### config.mk
export PLATFORM = sky130hd
export DESIGN_NAME = and_mult_serial_array
export DESIGN_NICKNAME = d
export VERILOG_FILES = /design/src/rtl/and_mult_serial_array.sv
export SDC_FILE = /design/constraint.sdc
export NUM_CORES = 2
export LEC_CHECK = 0
export BUFFER_PORTS_ARGS = -buffer_cell sky130_fd_sc_hd__clkbuf_2
export CAP_MARGIN = 15
export CORE_AREA = 2 2 510 512
export CTS_CLUSTER_SIZE = 28
export DETAILED_ROUTE_END_ITERATION = 16
export DIE_AREA = 0 0 512 514
export PLACE_DENSITY = 0.56
export SETUP_SLACK_MARGIN = 0.05
export SYNTH_ARGS = -nofsm -noshare
export SYNTH_HDL_FRONTEND = slang
export SYNTH_SLANG_ARGS = --single-unit
### constraint.sdc
create_clock -name clk -period 4.32 [get_ports clk]
set_clock_uncertainty 0.15 [all_clocks]
set_input_delay 0.432 -clock clk [delete_from_list [all_inputs] [get_ports clk]]
set_output_delay 0.432 -clock clk [all_outputs]
set_load 0.01 [all_outputs]
### src/rtl/and_mult_serial_array.sv
// Bit-serial AND-multiplier array. Each lane multiplies a latched
// activation by a weight streamed one bit per accepted cycle, MSB first,
// using shift-and-add. All lanes share one FSM and one bit counter, so
// every lane finishes on the same cycle.
//
// state | meaning
// ------+---------------------------------------------------------------
// IDLE  | waiting for start; accumulators keep their last value
// RUN   | accepting weight bits on bit_valid, one shift-add per bit
// DONE  | product complete, out_valid high until out_ready handshake
module and_mult_serial_array #(
    parameter int LANES    = 32,
    parameter int ACT_W    = 16,
    parameter int WGT_BITS = 8,
    parameter int SIGNED_W = 0,
    localparam int ACC_W   = ACT_W + WGT_BITS,
    localparam int CNT_W   = $clog2(WGT_BITS + 1)
) (
    input  logic                     clk,
    input  logic                     rst_n,
    input  logic                     start,
    input  logic [LANES*ACT_W-1:0]   activation,
    input  logic [LANES-1:0]         weight_bit,
    input  logic                     bit_valid,
    input  logic                     clear,
    output logic                     busy,
    output logic [CNT_W-1:0]         bit_count,
    output logic                     out_valid,
    input  logic                     out_ready,
    output logic [LANES*ACC_W-1:0]   result
);

    typedef enum logic [1:0] {
        ST_IDLE = 2'd0,
        ST_RUN  = 2'd1,
        ST_DONE = 2'd2
    } state_t;

    localparam logic [CNT_W-1:0] LAST_CNT = CNT_W'(WGT_BITS - 1);

    state_t           state;
    logic [CNT_W-1:0] bit_cnt;

    // Shared control: one counter and one FSM drive every lane.
    always_ff @(posedge clk or negedge rst_n) begin
        if (!rst_n) begin
            state     <= ST_IDLE;
            busy      <= 1'b0;
            out_valid <= 1'b0;
            bit_cnt   <= '0;
        end else if (clear) begin
            state     <= ST_IDLE;
            busy      <= 1'b0;
            out_valid <= 1'b0;
            bit_cnt   <= '0;
        end else begin
            case (state)
                ST_IDLE: begin
                    if (start) begin
                        state   <= ST_RUN;
                        busy    <= 1'b1;
                        bit_cnt <= '0;
                    end
                end
                ST_RUN: begin
                    if (bit_valid) begin
                        bit_cnt <= bit_cnt + 1'b1;
                        // The last bit's edge enters DONE, so out_valid is
                        // visible one cycle after the last bit was presented.
                        if (bit_cnt == LAST_CNT) begin
                            state     <= ST_DONE;
                            out_valid <= 1'b1;
                        end
                    end
                end
                ST_DONE: begin
                    if (out_ready) begin
                        state     <= ST_IDLE;
                        busy      <= 1'b0;
                        out_valid <= 1'b0;
                    end
                end
                default: begin
                    state     <= ST_IDLE;
                    busy      <= 1'b0;
                    out_valid <= 1'b0;
                    bit_cnt   <= '0;
                end
            endcase
        end
    end

    assign bit_count = bit_cnt;

    wire load_act = (state == ST_IDLE) && start;
    wire step_acc = (state == ST_RUN) && bit_valid;
    // In signed mode the MSB carries negative weight, so it is subtracted.
    wire msb_neg  = (SIGNED_W != 0) && (bit_cnt == '0);

    for (genvar i = 0; i < LANES; i++) begin : g_lane
        logic [ACT_W-1:0] act_q;
        logic [ACC_W-1:0] acc_q;
        logic [ACC_W-1:0] addend;
        logic [ACC_W-1:0] shifted;
        logic [ACC_W-1:0] acc_next;

        // Shift-and-add (or subtract on a signed MSB), truncated to ACC_W.
        always_comb begin
            addend   = weight_bit[i] ? ACC_W'(act_q) : '0;
            shifted  = acc_q << 1;
            acc_next = msb_neg ? (shifted - addend) : (shifted + addend);
        end

        // Per-lane activation latch and accumulator.
        always_ff @(posedge clk or negedge rst_n) begin
            if (!rst_n) begin
                act_q <= '0;
                acc_q <= '0;
            end else if (clear) begin
                acc_q <= '0;
            end else if (load_act) begin
                act_q <= activation[i*ACT_W +: ACT_W];
                acc_q <= '0;
            end else if (step_acc) begin
                acc_q <= acc_next;
            end
        end

        assign result[i*ACC_W +: ACC_W] = acc_q;
    end

endmodule

-- Word level (Yosys, flattened, before mapping)
Index checks and enable logic that the tools add are counted.
- output and inout bits: 774
- flip-flop bits (word level): 1288
- word-level logic and storage cells: 267
- reduce and logical (&&, ||, !) cells: 9
- bitwise operators: 1
- multiplexer cells: 146
- equality and inequality tests: 10
- add/sub/neg operators: 33
- operator list (operator ; number):
    $mux W24 ; 96
    $add A24 B16 Y24 ; 32
    $mux W16 ; 32
    $mux W4 ; 3
    $ne A3 B3 Y1 const B ; 4
    $pmux W4 S3 ; 1
    $mux W2 ; 5
    $reduce_and A4 Y1 ; 2
    $mux W1 ; 6
    $ne A2 B2 Y1 const B ; 3
    $pmux W1 S3 ; 2
    $pmux W2 S3 ; 1
    $reduce_and A3 Y1 ; 2
    $add A4 B1 Y4 const B ; 1
    $eq A4 B3 Y1 const B ; 1
    $reduce_bool A3 Y1 ; 1
    $eq A2 B1 Y1 const B ; 1
    $eq A2 B2 Y1 const B ; 1
    $logic_and A1 B1 Y1 ; 2
    $logic_not A2 Y1 ; 1
    $reduce_and A2 Y1 ; 1
    $not A1 Y1 ; 1

-- Logic depth before layout (Yosys ltp)
- depth in word-level cells: 5
- gate-level depth with buffers: 13
- gate-level depth less buffers: 11

-- Worst setup path after synthesis
OpenSTA, ideal clock, no wires.
- path kind: input to register
- start point: input weight_bit[3]
- end point: register g_lane[3].acc_q[19]
- arrival: 2934 ps
- required time: 4041 ps
- cell stages on the path: 13
- buffers on the path: 2
- setup time: 129 ps
- slack: 1107 ps
- path through: clkbuf_1 and2_1 ha_1 fa_1 a21o_1 a21oi_1 nor4_1 a2111oi_2 o21ai_1 and2_0 clkbuf_1 a41oi_1 nand3_1
- cells in the longest elaborated chain, start to end: 5
- RTL lines (element ; RTL line ; RTL):
    from (decl) ; 23 ; input logic [LANES-1:0] weight_bit,
    $mux W16 ; 109 ; addend = weight_bit[i] ? ACC_W'(act_q) : '0;
    $add A24 B16 Y24 ; 111 ; acc_next = msb_neg ? (shifted - addend) : (shifted + addend);
    $mux W24 ; 124 ; end else if (step_acc) begin
    $mux W24 ; 121 ; end else if (load_act) begin
    $mux W24 ; 119 ; end else if (clear) begin
    to (signal assigned) ; 125 ; acc_q <= acc_next;
    to (decl) ; 102 ; logic [ACC_W-1:0] acc_q;
Every way passes these cells. The select of a mux whose other input is x is not followed.
A chain may end at the register's enable or synchronous reset.

-- Worst setup path in the final report
- start point: input weight_bit[11]
- end point: register g_lane[11].acc_q[11]
- cells in the longest elaborated chain, start to end: 5
- RTL lines (element ; RTL line):
    $mux W16 ; 109
    $add A24 B16 Y24 ; 111
    $mux W24 ; 124
    $mux W24 ; 121
    $mux W24 ; 119
    to (signal assigned) ; 125
    to (decl) ; 102
Every way passes these cells. The select of a mux whose other input is x is not followed.

==> qor.yml <==
cts:
  clkSinkCount: 1288
  path_clk_slew_ps: 60
  cts_root_buf: "clkbuf_16"
  clock_latency_ps: 820
  htreeDepth: 4
  postCtsSetupRepairBufs: 0
  cts.path.max_buffers: 4
  cts_tree: "done"
  cts_resized: 0
  numCtsBuffers: 173
  hold_buffers: 553
sta:
  setup_violations: 0
  worst_slew_pin_slew_ps: 966.7
  rsz0062_at_grt: "no"
  max_freq_mhz: 279.4
  relSlewSlack_pct: 35.55
  tns_ps: 0
  slew_violations: 0
  min_period_ps: 3579
  hold_viol: 0
  fin_crit_sh_pct: 82.85
logic_synthesis:
  ys_async_sr_fraction_pct: 100.0
  synth_area_leaders: "dfrtp_1 43%, ha_1 8.0%, mux2_2 7.6%"
  synth_area_per_cell_um2: 9.989
  synthesis.nets: 8620
  netlist_area_mm2: 0.07548
  ys_warn_count: 0
  netlist_instances: 7557
  synth.top_cell.area_share_pct: 42.70
  yosysTopAreaCell: "dfrtp_1"
  ys_seq_area_share_pct: 42.70
  synth_edf_count: 0
  ys_types: 97
  ys_ff_latch: 1288
  ys.flop_type: "dfrtp_1"
critical_path:
  crit_chain: "dlygate4sd3_1, clkbuf_2, and2_1, ha_1, fa_1, a21oi_1, o21bai_1, a2111oi_0, o21bai_1, a21o_1, a21oi_1, xor2_1, o21ai_0"
  critPathLaunchType: "primary input"
  slowest_stage: "a2111oi_0"
  critPathBufInv: 2
  critPathTopFamily: "compound AO/OA/AOI/OAI gates"
  crit_fanout: 16
  endpoint_kind: "flop"
  critPathMaxStageDelay_ps: 670
  cp.arrival_ps: 4080
  worst_ep_required_time_ps: 4820
  crit_type: "primary input to flop"
place:
  gp_congestion: 0.9462
  port_buffers: 1323
  place_hpwl_mm: 229.7
  dpl.cell_count: 12068
global_routing:
  grt_pass1_vias: 65826
  grt_usage_pct: 21.75
  antenna_found_initial: 70
  overflow: 0
  grt_max_degree: 144
  grt_pass1_wl_mm: 438.2
layout:
  syn_to_final_growth_pct: 29.48
  seqCellArea_mm2: 0.03223
  fillers: 25533
  final_cells: 12972
  multi_input_area_mm2: 0.04152
  final_nets: 10457
  drive_gt1_share_pct: 23.86
power:
  powerDensity_mw_per_mm2: 355.5
  leakagePower_uw: 0.04659
  max-vdd-ir-drop_uv: 304.2
min_path:
  min_path_type: "primary input to flop"
drt:
  wl_per_cell_um: 22.87
  route.detailed.drc: 0
  first_iter_violations: 4855
  via_count: 66352
  drt_wl_total_mm: 296.7
  firstDrtPassIters: 6
  drtAntennaViolNets: 0
  vias_per_cell: 5.115
die:
  core.rowCount: 187
  core_mm2: 0.2581
  start_util_pct: 29.25
  dieWidth_um: 512
  die-area_mm2: 0.2632
  die_h_um: 514
  pin_count: 1324
job:
  max_cap_violations: 0
outcome:
  status: "complete, no violations"
## flip-flops by register name, summed over array words and instances, names as in the netlist
| register | cells |
|---|---|
| g_lane.acc_q | 768 |
| g_lane.act_q | 512 |
| bit_count | 4 |
| state | 2 |
| busy | 1 |
| out_valid | 1 |
## stage by stage
step | power [µW] | area [µm²] | hold WS [ps] | util (%) | setup slack (ps)
6_report | 34740 | 97730 | 101.2 | 37.87 | 741.1
5_1_grt | 36300 | 97680 | 68.87 | 37.85 | 562.7
4_1_cts | 35200 | 97620 | 15.05 | 37.83 | 822.7
3_5_place_dp | 19590 | 86270 | 314.2 | 33.43 | 446.8
3_3_place_gp | 19480 | 86270 | 315.1 | 33.43 | 498.4
2_1_floorplan | 17410 | 75480 | -13.59 | - | 1107
## placed cells by master, fill, tap and decap left out, types with 37 or more instances in the layout
| cell type | n |
|---|---|
| a211oi_1 | 45 |
| o21bai_1 | 52 |
| clkbuf_16 | 174 |
| clkbuf_2 | 1322 |
| nand3_1 | 156 |
| a21oi_1 | 363 |
| nand2_1 | 858 |
| dfrtp_1 | 1288 |
| nor2_1 | 279 |
| and3_1 | 67 |
| mux2_2 | 512 |
| xor2_1 | 293 |
| inv_1 | 136 |
| dlygate4sd3_1 | 553 |
| o21a_1 | 63 |
| nor3_1 | 69 |
| buf_12 | 37 |
| a32o_1 | 58 |
| a22o_1 | 104 |
| clkbuf_8 | 38 |
| and2_1 | 510 |
| o21ai_0 | 730 |
| nand4_1 | 57 |
| o211ai_1 | 53 |
| buf_4 | 53 |
| clkbuf_1 | 37 |
| nand2b_1 | 40 |
| xnor2_1 | 284 |
| diode_2 | 46 |
| ha_1 | 481 |
| a31oi_1 | 39 |
| a21o_1 | 222 |
## routing by layer
metal  GRT usage, %  part of all wire [%]  vias to the layer above
met2          34.50                    45                     2203
met5              0                 0.085                        -
met3          6.326                   8.0                      621
met4          11.52                   6.3                       38
met1          26.63                    41                    32637
li1               -                     -                    30853
## synthesized netlist by cell type (67+ instances only)
cell / number
dfrtp_1: 1288
nand2_1: 858
o21ai_0: 730
mux2_2: 512
and2_1: 510
ha_1: 481
a21oi_1: 364
xor2_1: 293
xnor2_1: 284
nor2_1: 279
a21o_1: 222
clkbuf_1: 215
nand3_1: 157
inv_1: 136
a22o_1: 104
nor3_1: 71
buf_2: 70
and3_1: 67
## final timing paths
path | start | to | slack [ps] | cells past startpoint
setup / recovery | weight_bit[11] | g_lane[11].acc_q[11] | 740 | 13
min in group asynchronous | rst_n | g_lane[11].act_q[2] | 550 | 3
hold reg to reg | g_lane[16].acc_q[23] | g_lane[16].acc_q[23] | 340 | 2
setup reg to reg | g_lane[11].act_q[1] | g_lane[11].acc_q[11] | 810 | 11
hold / removal | weight_bit[20] | g_lane[20].acc_q[0] | 100 | 3
max in group asynchronous | rst_n | g_lane[28].acc_q[18] | 2090 | 4
## cell type report
class                   instances  share of cell area [%]
diodes                         46                  0.1178
clock buffers                 249                   5.132
clock inverters                56                  0.8117
inverters                     136                  0.5223
multi-input cells            5830                   42.48
flip-flops and latches       1288                   32.98
well taps                    3402                   4.355
repair buffers               1965                   13.60
## worst min-delay path, cell delays in order
cell,delay (ps)
clkbuf_2,200
buf_4,220
a32o_1,160
## power by group
part / switching, µW / total (µW) / internal [µW] / leakage (µW)
Sequential: 795 / 14000 / 13200 / 0.0168
Clock: 5840 / 14900 / 9060 / 0.00286
Combinational: 3130 / 5880 / 2760 / 0.0269
Total: 9760 / 34700 / 25000 / 0.0466
## cells by family after synthesis
kind of cell	after synthesis	synth area share (%)
and+or+nand+nor	2194	14.18
AOI/OAI and AO/OA	2022	17.46
muxes	524	7.797
xor gates and xnor gates	577	6.695
buffers and inverters	439	2.339
adders and majority gates	513	8.822
DFF	1288	42.70
Note: power is estimated with default switching activity, not from simulation.
